[src/rtl/register_file_scoreboard_if.sv]
// rtl/register_file_scoreboard_if.sv - read/write/scoreboard bus of the register file
//
// Purpose: groups every non-clock, non-reset signal of register_file_scoreboard.
// Ports (signals):
//   rd_addr   NUM_RD*ADDR_SIZE  read addresses, port k at [k*ADDR_SIZE +: ADDR_SIZE]
//   rd_data   NUM_RD*BUS_WIDTH  read data, port k at [k*BUS_WIDTH +: BUS_WIDTH]
//   rd_busy   NUM_RD            busy flag of the register each read port addresses
//   wr0_*     write port 0 (lower priority)
//   wr1_*     write port 1 (higher priority)
//   set_busy_en / set_busy_addr  mark a destination register pending
//   busy_vec  DEPTH             registered scoreboard
// Modports: master = decode/issue side, slave = register file.
interface register_file_scoreboard_if #(
  parameter int BUS_WIDTH = 16,
  parameter int DEPTH     = 8,
  parameter int NUM_RD    = 2
);
  localparam int ADDR_SIZE = $clog2(DEPTH);

  logic [NUM_RD*ADDR_SIZE-1:0] rd_addr;
  logic [NUM_RD*BUS_WIDTH-1:0] rd_data;
  logic [NUM_RD-1:0]           rd_busy;
  logic                        wr0_en;
  logic [ADDR_SIZE-1:0]        wr0_addr;
  logic [BUS_WIDTH-1:0]        wr0_data;
  logic                        wr1_en;
  logic [ADDR_SIZE-1:0]        wr1_addr;
  logic [BUS_WIDTH-1:0]        wr1_data;
  logic                        set_busy_en;
  logic [ADDR_SIZE-1:0]        set_busy_addr;
  logic [DEPTH-1:0]            busy_vec;

  modport master (
    output rd_addr, wr0_en, wr0_addr, wr0_data, wr1_en, wr1_addr, wr1_data,
           set_busy_en, set_busy_addr,
    input  rd_data, rd_busy, busy_vec
  );

  modport slave (
    input  rd_addr, wr0_en, wr0_addr, wr0_data, wr1_en, wr1_addr, wr1_data,
           set_busy_en, set_busy_addr,
    output rd_data, rd_busy, busy_vec
  );
endinterface

[src/rtl/register_file_scoreboard.sv]
// rtl/register_file_scoreboard.sv - parametrised register file with busy scoreboard
//
// Purpose: DEPTH x BUS_WIDTH register file with NUM_RD combinational read ports,
// two prioritised write ports (wr1 wins on a shared address), optional hardwired
// zero register, optional write-to-read bypass, and a per-register busy bit used
// for RAW hazard tracking at issue.
// Ports:
//   clk  rising-edge clock
//   rst  asynchronous active-low reset; clears registers and busy bits and
//        forces rd_data / rd_busy low while asserted
//   bus  register_file_scoreboard_if.slave (read ports, write ports, scoreboard)
module register_file_scoreboard #(
  parameter int BUS_WIDTH = 16,
  parameter int DEPTH     = 8,
  parameter int NUM_RD    = 2,
  parameter int ZERO_REG  = 1,
  parameter int BYPASS    = 1
) (
  input logic                         clk,
  input logic                         rst,
  register_file_scoreboard_if.slave   bus
);
  localparam int ADDR_SIZE = $clog2(DEPTH);

  // One-hot decodes of each write port and of the set-busy request.
  logic [DEPTH-1:0] hit0;
  logic [DEPTH-1:0] hit1;
  logic [DEPTH-1:0] set_hit;

  always_comb begin
    hit0    = '0;
    hit1    = '0;
    set_hit = '0;
    for (int i = 0; i < DEPTH; i++) begin
      hit0[i]    = bus.wr0_en      && (bus.wr0_addr      == ADDR_SIZE'(i));
      hit1[i]    = bus.wr1_en      && (bus.wr1_addr      == ADDR_SIZE'(i));
      set_hit[i] = bus.set_busy_en && (bus.set_busy_addr == ADDR_SIZE'(i));
    end
  end

  // Stored register values, one flop bank per register so register 0 can be
  // replaced by a constant when it is hardwired.
  logic [BUS_WIDTH-1:0] regs_q [DEPTH];

  for (genvar i = 0; i < DEPTH; i++) begin : g_reg
    if (ZERO_REG != 0 && i == 0) begin : g_zero
      assign regs_q[i] = '0;
    end else begin : g_live
      logic [BUS_WIDTH-1:0] data_q;
      logic [BUS_WIDTH-1:0] data_d;

      always_comb begin
        data_d = data_q;
        if (hit1[i]) begin
          data_d = bus.wr1_data;
        end else if (hit0[i]) begin
          data_d = bus.wr0_data;
        end
      end

      always_ff @(posedge clk or negedge rst) begin
        if (!rst) begin
          data_q <= '0;
        end else begin
          data_q <= data_d;
        end
      end

      assign regs_q[i] = data_q;
    end
  end

  // Scoreboard: completing writes clear, issue sets. The set is OR-ed in after
  // the clear so a new producer overrides one completing in the same cycle.
  logic [DEPTH-1:0] busy_q;
  logic [DEPTH-1:0] busy_d;

  always_comb begin
    busy_d = (busy_q & ~(hit0 | hit1)) | set_hit;
    if (ZERO_REG != 0) begin
      busy_d[0] = 1'b0;
    end
  end

  always_ff @(posedge clk or negedge rst) begin
    if (!rst) begin
      busy_q <= '0;
    end else begin
      busy_q <= busy_d;
    end
  end

  assign bus.busy_vec = busy_q;

  // Read ports. Outputs are forced low during reset because the bypass path
  // would otherwise expose live write data while the state is held cleared.
  for (genvar k = 0; k < NUM_RD; k++) begin : g_rd
    logic [ADDR_SIZE-1:0] addr;
    logic [BUS_WIDTH-1:0] data;
    logic                 busy;
    logic                 in_flight;

    assign addr = bus.rd_addr[k*ADDR_SIZE +: ADDR_SIZE];

    always_comb begin
      data      = regs_q[addr];
      in_flight = 1'b0;
      if (BYPASS != 0) begin
        if (hit1[addr]) begin
          data      = bus.wr1_data;
          in_flight = 1'b1;
        end else if (hit0[addr]) begin
          data      = bus.wr0_data;
          in_flight = 1'b1;
        end
      end
      if (ZERO_REG != 0 && addr == '0) begin
        data = '0;
      end
      // A write landing this cycle resolves the hazard for a bypassed reader.
      busy = in_flight ? 1'b0 : busy_q[addr];
      if (!rst) begin
        data = '0;
        busy = 1'b0;
      end
    end

    assign bus.rd_data[k*BUS_WIDTH +: BUS_WIDTH] = data;
    assign bus.rd_busy[k]                        = busy;
  end
endmodule
[src/flat_wrapper.sv]
// flat-port wrapper written by rule: the top's interface ports become plain ports
module register_file_scoreboard_flat 
#(
  parameter int BUS_WIDTH = 16,
  parameter int DEPTH     = 8,
  parameter int NUM_RD    = 2,
  parameter int ZERO_REG  = 1,
  parameter int BYPASS    = 1
)
  (clk, rst, bus_rd_addr, bus_wr0_en, bus_wr0_addr, bus_wr0_data, bus_wr1_en, bus_wr1_addr, bus_wr1_data, bus_set_busy_en, bus_set_busy_addr, bus_rd_data, bus_rd_busy, bus_busy_vec);
  register_file_scoreboard_if #(.BUS_WIDTH(BUS_WIDTH), .DEPTH(DEPTH), .NUM_RD(NUM_RD)) bus_i ();
  input logic clk;
  input logic rst;
  input wire logic [$bits(bus_i.rd_addr)-1:0] bus_rd_addr;
  input wire logic [$bits(bus_i.wr0_en)-1:0] bus_wr0_en;
  input wire logic [$bits(bus_i.wr0_addr)-1:0] bus_wr0_addr;
  input wire logic [$bits(bus_i.wr0_data)-1:0] bus_wr0_data;
  input wire logic [$bits(bus_i.wr1_en)-1:0] bus_wr1_en;
  input wire logic [$bits(bus_i.wr1_addr)-1:0] bus_wr1_addr;
  input wire logic [$bits(bus_i.wr1_data)-1:0] bus_wr1_data;
  input wire logic [$bits(bus_i.set_busy_en)-1:0] bus_set_busy_en;
  input wire logic [$bits(bus_i.set_busy_addr)-1:0] bus_set_busy_addr;
  output wire logic [$bits(bus_i.rd_data)-1:0] bus_rd_data;
  output wire logic [$bits(bus_i.rd_busy)-1:0] bus_rd_busy;
  output wire logic [$bits(bus_i.busy_vec)-1:0] bus_busy_vec;
  assign bus_i.rd_addr = bus_rd_addr;
  assign bus_i.wr0_en = bus_wr0_en;
  assign bus_i.wr0_addr = bus_wr0_addr;
  assign bus_i.wr0_data = bus_wr0_data;
  assign bus_i.wr1_en = bus_wr1_en;
  assign bus_i.wr1_addr = bus_wr1_addr;
  assign bus_i.wr1_data = bus_wr1_data;
  assign bus_i.set_busy_en = bus_set_busy_en;
  assign bus_i.set_busy_addr = bus_set_busy_addr;
  assign bus_rd_data = bus_i.rd_data;
  assign bus_rd_busy = bus_i.rd_busy;
  assign bus_busy_vec = bus_i.busy_vec;
  register_file_scoreboard #(.BUS_WIDTH(BUS_WIDTH), .DEPTH(DEPTH), .NUM_RD(NUM_RD), .ZERO_REG(ZERO_REG), .BYPASS(BYPASS)) u_core (.clk(clk), .rst(rst), .bus(bus_i));
endmodule
[config.mk]
export PLATFORM = sky130hd
export DESIGN_NAME = register_file_scoreboard_flat
export DESIGN_NICKNAME = d
export VERILOG_FILES = /design/src/rtl/register_file_scoreboard_if.sv /design/src/rtl/register_file_scoreboard.sv /design/src/flat_wrapper.sv
export SDC_FILE = /design/constraint.sdc
export NUM_CORES = 1
export LEC_CHECK = 0
export CORE_MARGIN = 1
export CORE_UTILIZATION = 40
export CTS_CLUSTER_DIAMETER = 50
export DETAILED_ROUTE_END_ITERATION = 8
export PLACE_DENSITY = 0.66
export SYNTH_ARGS = -nofsm -noshare
export SYNTH_HDL_FRONTEND = slang
export SYNTH_SLANG_ARGS = --single-unit
[constraint.sdc]
create_clock -name clk -period 2.1 [get_ports clk]
set_input_delay 0.42 -clock clk [delete_from_list [all_inputs] [get_ports clk]]
set_output_delay 0.42 -clock clk [all_outputs]
set_load 0.03 [all_outputs]
==> results of run 1 <==
path summary, 6_finish.rpt:
check	startpoint	endpoint	slack, ps	depth (start not counted)
max in group asynchronous	rst	u_core.g_reg[1].g_live.data_q[15]	1470	2
min in group clk	u_core.bus.busy_vec[1]	u_core.bus.busy_vec[1]	590	2
worst max-delay path	bus_rd_addr[3]	bus_rd_data[31]	-430	7
worst min register to register	u_core.bus.busy_vec[1]	u_core.bus.busy_vec[1]	590	2
worst max register to register	u_core.g_reg[7].g_live.data_q[0]	u_core.g_reg[7].g_live.data_q[0]	1030	4
worst min-delay path	rst	u_core.g_reg[2].g_live.data_q[0]	90	2
worst max-delay path: stages:
cell and delay, ps:
buf_12 120, xnor2_4 410, and4_4 400, buf_12 150, nand2_1 90, a311oi_4 300, buf_6 190
per-layer routing:
layer	up-vias	wire (microns)	GRT usage
met5	-	0	0
met1	4582	14500	0.439
met2	743	17100	0.516
met3	232	4270	0.0878
met4	0	3290	0.239
li1	3884	-	-
layout make-up:
type / count / share of cell area
well taps: 275 / 0.0251
multi-input cells: 712 / 0.467
inverters: 3 / 0.000821
clock buffers: 23 / 0.0341
clock inverters: 8 / 0.00721
repair buffers: 307 / 0.248
flip-flops and latches: 119 / 0.217
logic make-up after synthesis:
family / count (synthesis) / share of synthesized area
compound gates: 238 / 0.182
xor+xnor: 12 / 0.0122
buf+inv: 126 / 0.0730
flops: 119 / 0.345
mux: 213 / 0.260
other cells: 1 / 0.000435
simple gates: 244 / 0.127
registers in the layout (all words and copies together), names as in the netlist:
register,count
u_core.g.g_live.data_q,112
u_core.bus.busy_vec,7
stage by stage:
step	area [sq um]	setup slack (ps)	setup TNS, ps	utilization
2_1_floorplan	9160	-131	-2080	-
3_3_place_gp	11200	-757	-19930	0.531
3_5_place_dp	11200	-778	-20410	0.531
4_1_cts	13300	-266	-5220	0.628
5_1_grt	13700	-416	-8160	0.651
6_report	13700	-426	-8170	0.651
power groups by stage:
stage	Clock [W]	Combinational [W]	Sequential, W
after global placement	0	0.00295	0.00323
after global routing	0.00300	0.00430	0.00329
final	0.00291	0.00412	0.00326
after floorplan	0	0.00196	0.00315
after detailed placement	0	0.00300	0.00325
after CTS	0.00289	0.00371	0.00320
cells in the final DEF (no fill, tap or decap), types with 4 or more instances in the layout:
cell type        Yosys  final
and4_4               1      6
buf_12               1     43
buf_16               0      9
a221o_1             15     15
or3_4                0     15
nand2_4              0      7
a311oi_4             0     16
a221oi_2             0      7
buf_8                0      6
a31oi_4              0     15
nor2_1              84     84
buf_6                7     55
o21ai_0             69     53
a22oi_2              0     12
mux2_4               0     32
nand2_2              0     19
buf_4               11    145
nand3_2              0     15
dfrtp_1            119    119
xnor2_4              0      5
nand2_1             89     63
nand4b_1             4      4
nand3_1             22      7
a221oi_1            15      8
mux2_2              52     30
mux2i_1            145    143
a21oi_1             66     64
o22ai_1             16      5
nand2b_1             6      4
clkbuf_1            68      4
mux2_1              14      4
clkdlybuf4s50_1      0     42
a22oi_1             16      4
xnor2_1             12      4
o21ai_4              0      5
nand4_1              5      5
clkbuf_16            0     18
o22ai_2              0     11
o21ai_1              0      6
o21ai_2              0      5
timing repair:
action / 4_1_cts / 5_1_grt
gates cloned: 12 / 1
setup endpoints to repair: 34 / 35
resized for setup: 263 / 74
setup buffers: 44 / 20
hold buffers: 0 / 0
pin swaps: 86 / 46
==> flow_metrics.env, run 1 <==
export IMPL_initial_utilization=0.409
export IMPL_synth_most_common_cell="mux2i_1"
export IMPL_stdcell_count=1447
export IMPL_yosys_top_cells_area="dfrtp_1 35%, mux2i_1 17%, mux2_2 6.8%, o21ai_0 4.0%, nand2_1 3.9%"
export IMPL_fin_nets=1212
export IMPL_clock_sinks=119
export IMPL_ys_warn_count=0
export IMPL_portBuffers=92
export IMPL_async_flop_share=1.00
export IMPL_ir_drop_mv=0.695
export IMPL_synth_top_area_cell="dfrtp_1"
export IMPL_rows=53
export IMPL_drcViolationCount=0
export IMPL_cts_tree="built"
export IMPL_die_h_microns=149
export IMPL_cts_root_buf="clkbuf_16"
export IMPL_skew_ps=0
export IMPL_cp_start_kind="input pin"
export IMPL_ios=94
export IMPL_routed_via_density=6.52
export IMPL_rsz0062_at_grt="yes"
export IMPL_whs_ps=87.3
export IMPL_fillers=1473
export IMPL_status="complete, but fails checks"
export IMPL_clock_power_share=0.282
export IMPL_cp_data_required_time_ps=1680
export IMPL_dp_cells=1341
export IMPL_synth_area_sq_mm=0.00862
export IMPL_multi_input_area_sq_mm=0.00641
export IMPL_slew_headroom=0.607
export IMPL_num_antenna_cells=0
export IMPL_synthDistinctLibCells=47
export IMPL_drive_gt1_frac=0.443
export IMPL_die_w_microns=149
export IMPL_drt_iter0_markers=1346
export IMPL_ctsHtreeMaxLevel=4
export IMPL_syn_inst=953
export IMPL_area_growth_synth_to_final_pct=59.1
export IMPL_grt_use_total=0.346
export IMPL_failed_checks="setup timing"
export IMPL_finalHoldViolCount=0
export IMPL_critPathMaxFanout=5
export IMPL_cts_path_max_buffers=2
export IMPL_max_freq_mhz=396
export IMPL_path_class="input pin to output port"
export IMPL_endpoint_kind="output port"
export IMPL_p_int_w=0.00672
export IMPL_synth_seq_cells=119
export IMPL_synth_ff_type="dfrtp_1"
export IMPL_antenna_found_initial=0
export IMPL_synth_common_cells="145 x mux2i_1, 119 x dfrtp_1, 89 x nand2_1"
export IMPL_grt_pass1_vias=9193
export IMPL_die_area_sq_mm=0.0221
export IMPL_ant_nets=0
export IMPL_seqCellArea_sq_mm=0.00298
export IMPL_clk_latency_ps=430
export IMPL_power_total_w=0.0103
export IMPL_crit_arrival_ps=2110
export IMPL_core_sq_mm=0.0211
export IMPL_vias=9441
export IMPL_grt_ovfl_total=0
export IMPL_netSwitchingFraction=0.347
export IMPL_wl_per_cell_microns=27.1
export IMPL_setup_ws_ps=-426
export IMPL_hpwl_microns=21500
export IMPL_p_seq_frac=0.317
export IMPL_worst_pin_slew_ps=589
export IMPL_synth_edf_count=0
export IMPL_hp_class="input pin to asynchronous set/reset pin"
export IMPL_gp_congestion=0.911
export IMPL_syn_area_per_cell_sq_um=9.05
export IMPL_p_sw_w=0.00358
export IMPL_p_comb_frac=0.401
export IMPL_yosysSeqAreaShare=0.345
export IMPL_clkTransAtPathRegs_ps=60
export IMPL_min_period_ps=2530
export IMPL_netlist_area_leader_share=0.345
export IMPL_p_leak_nw=6.02
export IMPL_power_density_mw_per_mm2=751
export IMPL_slew_violations=0
export IMPL_grt_max_degree=105
export IMPL_final_setup_viol_count=34
export IMPL_first_pass_iters=6
export IMPL_grt_pass1_wl_microns=56500
export IMPL_max_cap_violations=0
export IMPL_syn_num_nets=1005
export IMPL_fin_crit_sh=1.20
export IMPL_finalWirelength_microns=39200
export IMPL_numCtsBuffers=17
(Power assumes the default switching activity.)
==> run 2: changes to the inputs <==
--- a/config.mk
+++ b/config.mk
@@ -5,11 +5,12 @@
 export SDC_FILE = /design/constraint.sdc
 export NUM_CORES = 1
 export LEC_CHECK = 0
+export CORE_ASPECT_RATIO = 1.25
 export CORE_MARGIN = 1
-export CORE_UTILIZATION = 40
+export CORE_UTILIZATION = 35
 export CTS_CLUSTER_DIAMETER = 50
 export DETAILED_ROUTE_END_ITERATION = 8
-export PLACE_DENSITY = 0.66
+export PLACE_DENSITY = 0.6
 export SYNTH_ARGS = -nofsm -noshare
 export SYNTH_HDL_FRONTEND = slang
 export SYNTH_SLANG_ARGS = --single-unit
==> constraint.sdc (replaced) <==
create_clock -name clk -period 2.1 [get_ports clk]
set_input_delay 0.42 -clock clk [delete_from_list [all_inputs] [get_ports clk]]
set_output_delay 0.42 -clock clk [all_outputs]
set_load 0.1 [all_outputs]
==> run 2 against run 1 <==
The run still ends with setup timing left. Non-clock buffer count grew 19. Final area grew 3.1%. Global-route usage fell by 3.6 points. Maximum frequency fell by 1.9%. Via count is 1.9% lower. Count of clock-buffer cells in the layout down 1. Largest cell class unchanged.
==> flow_metrics.env, run 2 (synthesized netlist as in run 1, its figures left out) <==
export IMPL_ff2ff_setup_slack_ps=1150
export IMPL_die_area_sq_mm=0.0253
export IMPL_failed_checks="setup timing"
export IMPL_final_setup_viol_count=34
export IMPL_rows=63
export IMPL_grt_pass1_vias=9208
export IMPL_fillers=1956
export IMPL_die_h_microns=177
export IMPL_final_common_cell="buf_4"
export IMPL_antenna_found_initial=0
export IMPL_largest_reg_flops=112
export IMPL_clkTransAtPathRegs_ps=60
export IMPL_slew_violations=0
export IMPL_wl_per_cell_microns=25.8
export IMPL_critPathMaxFanout=7
export IMPL_drcViolationCount=0
export IMPL_pre_cts_slack_ps=-913
export IMPL_first_pass_iters=7
export IMPL_grt_use_total=0.310
export IMPL_grt_pass1_wl_microns=56800
export IMPL_fin_nets=1229
export IMPL_cts_root_buf="clkbuf_16"
export IMPL_initial_utilization=0.360
export IMPL_status="complete, but fails checks"
export IMPL_portBuffers=92
export IMPL_fin_crit_sh=1.23
export IMPL_endpoint_kind="output port"
export IMPL_max_freq_mhz=388
export IMPL_routed_via_density=6.11
export IMPL_ios=94
export IMPL_worstReg2RegStart="u_core.g_reg[4].g_live.data_q[5]"
export IMPL_skew_ps=0
export IMPL_cp_data_required_time_ps=1680
export IMPL_power_density_mw_per_mm2=787
export IMPL_drive_gt1_frac=0.445
export IMPL_core_sq_mm=0.0240
export IMPL_cp_start_kind="input pin"
export IMPL_cts_tree="built"
export IMPL_ir_drop_mv=0.631
export IMPL_ant_nets=0
export IMPL_drt_iter0_markers=921
export IMPL_clk_latency_ps=420
export IMPL_grt_ovfl_total=0
export IMPL_vias=9257
export IMPL_cp_startpoint="bus_rd_addr[5]"
export IMPL_min_period_ps=2580
export IMPL_numCtsBuffers=17
export IMPL_grt_max_degree=55
export IMPL_num_antenna_cells=0
export IMPL_area_growth_synth_to_final_pct=64.1
export IMPL_p_leak_nw=6.19
export IMPL_finalWirelength_microns=39100
export IMPL_max_cap_violations=0
export IMPL_clock_sinks=119
export IMPL_slew_headroom=0.519
export IMPL_hp_class="input pin to asynchronous set/reset pin"
export IMPL_path_class="input pin to output port"
export IMPL_rsz0062_at_grt="yes"
export IMPL_postCtsHoldBufs=0
export IMPL_hpwl_microns=24200
export IMPL_setup_ws_ps=-476
export IMPL_die_w_microns=142
export IMPL_regMostFlops="u_core.g.g_live.data_q"
export IMPL_post_route_util=0.590
export IMPL_gp_congestion=0.942
export IMPL_crit_arrival_ps=2160
export IMPL_ctsHtreeMaxLevel=4
export IMPL_worst_pin_slew_ps=721
export IMPL_finalHoldViolCount=0
export IMPL_layout_cells_most_common_list="164 x buf_4, 144 x mux2i_1, 112 x dfrtp_1, 83 x nor2_1, 72 x nand2_1"
export IMPL_cts_path_max_buffers=2
==> run 2: changes by cell type in the layout (fill, tap and decap cells not counted), moves of 8 or more <==
cell,change
buf_12,+27
buf_4,+19
buf_6,-21
nand2_1,+9
nand2_2,-9
o22ai_1,+8
o22ai_2,-8
==> run 2: timing repair <==
item	4_1_cts	5_1_grt
cloned	13	2
pin swaps	69	40
setup buffers	30	21
endpoints found under the setup margin	34	34
resized for setup	246	45
==> run 2: metrics by stage <==
step                      TNS (ps)  cells  power (W)  hold WS, ps  instance area [sq um]
after floorplan             -13040    953    0.00579          124                   9420
after global placement      -23890   1424    0.00726          535                  11900
after detailed placement    -24160   1424    0.00733          542                  11900
after CTS                    -8930   1496     0.0109          147                  13800
after global routing        -10050   1514     0.0115          167                  14100
final                        -9260   1514     0.0111          133                  14100
==> run 2: layout make-up <==
cell class / instances / area, sq um / area share
Tap cell: 325 / 407 / 0.0288
Timing Repair Buffer: 326 / 3840 / 0.271
Clock buffer: 22 / 454 / 0.0321
Multi-Input combinational cell: 710 / 6290 / 0.445
Clock inverter: 9 / 151 / 0.0107
Inverter: 3 / 11.3 / 0.000796
Sequential cell: 119 / 2990 / 0.211
==> run 2: path summary, 6_finish.rpt <==
kind	to	depth (start not counted)
max reg2reg	u_core.g_reg[4].g_live.data_q[5]	4
min	u_core.g_reg[5].g_live.data_q[9]	2
max in group asynchronous	u_core.g_reg[3].g_live.data_q[14]	2
min reg2reg	u_core.bus.busy_vec[1]	2
min in group clk	u_core.bus.busy_vec[1]	2
max	bus_rd_data[28]	8
==> run 2: power by group <==
group	switching, W	internal, W	leakage (nW)
Clock	0.00111	0.00201	0.294
Combinational	0.00256	0.00222	4.51
Sequential	0.000436	0.00281	1.39
==> run 2: worst max-delay path: stages <==
cell and delay, ps:
buf_6 100, buf_6 120, xnor2_4 230, and4_4 300, buf_12 140, nand2_1 100
a311oi_4 490, buf_12 230
==> run 2: routing by layer <==
metal	wire (microns)	vias to the layer above	track usage
met4	3080	0	0.231
met1	14200	4512	0.357
met3	3660	203	0.0683
met2	18200	613	0.505
met5	0	-	0
li1	-	3929	-
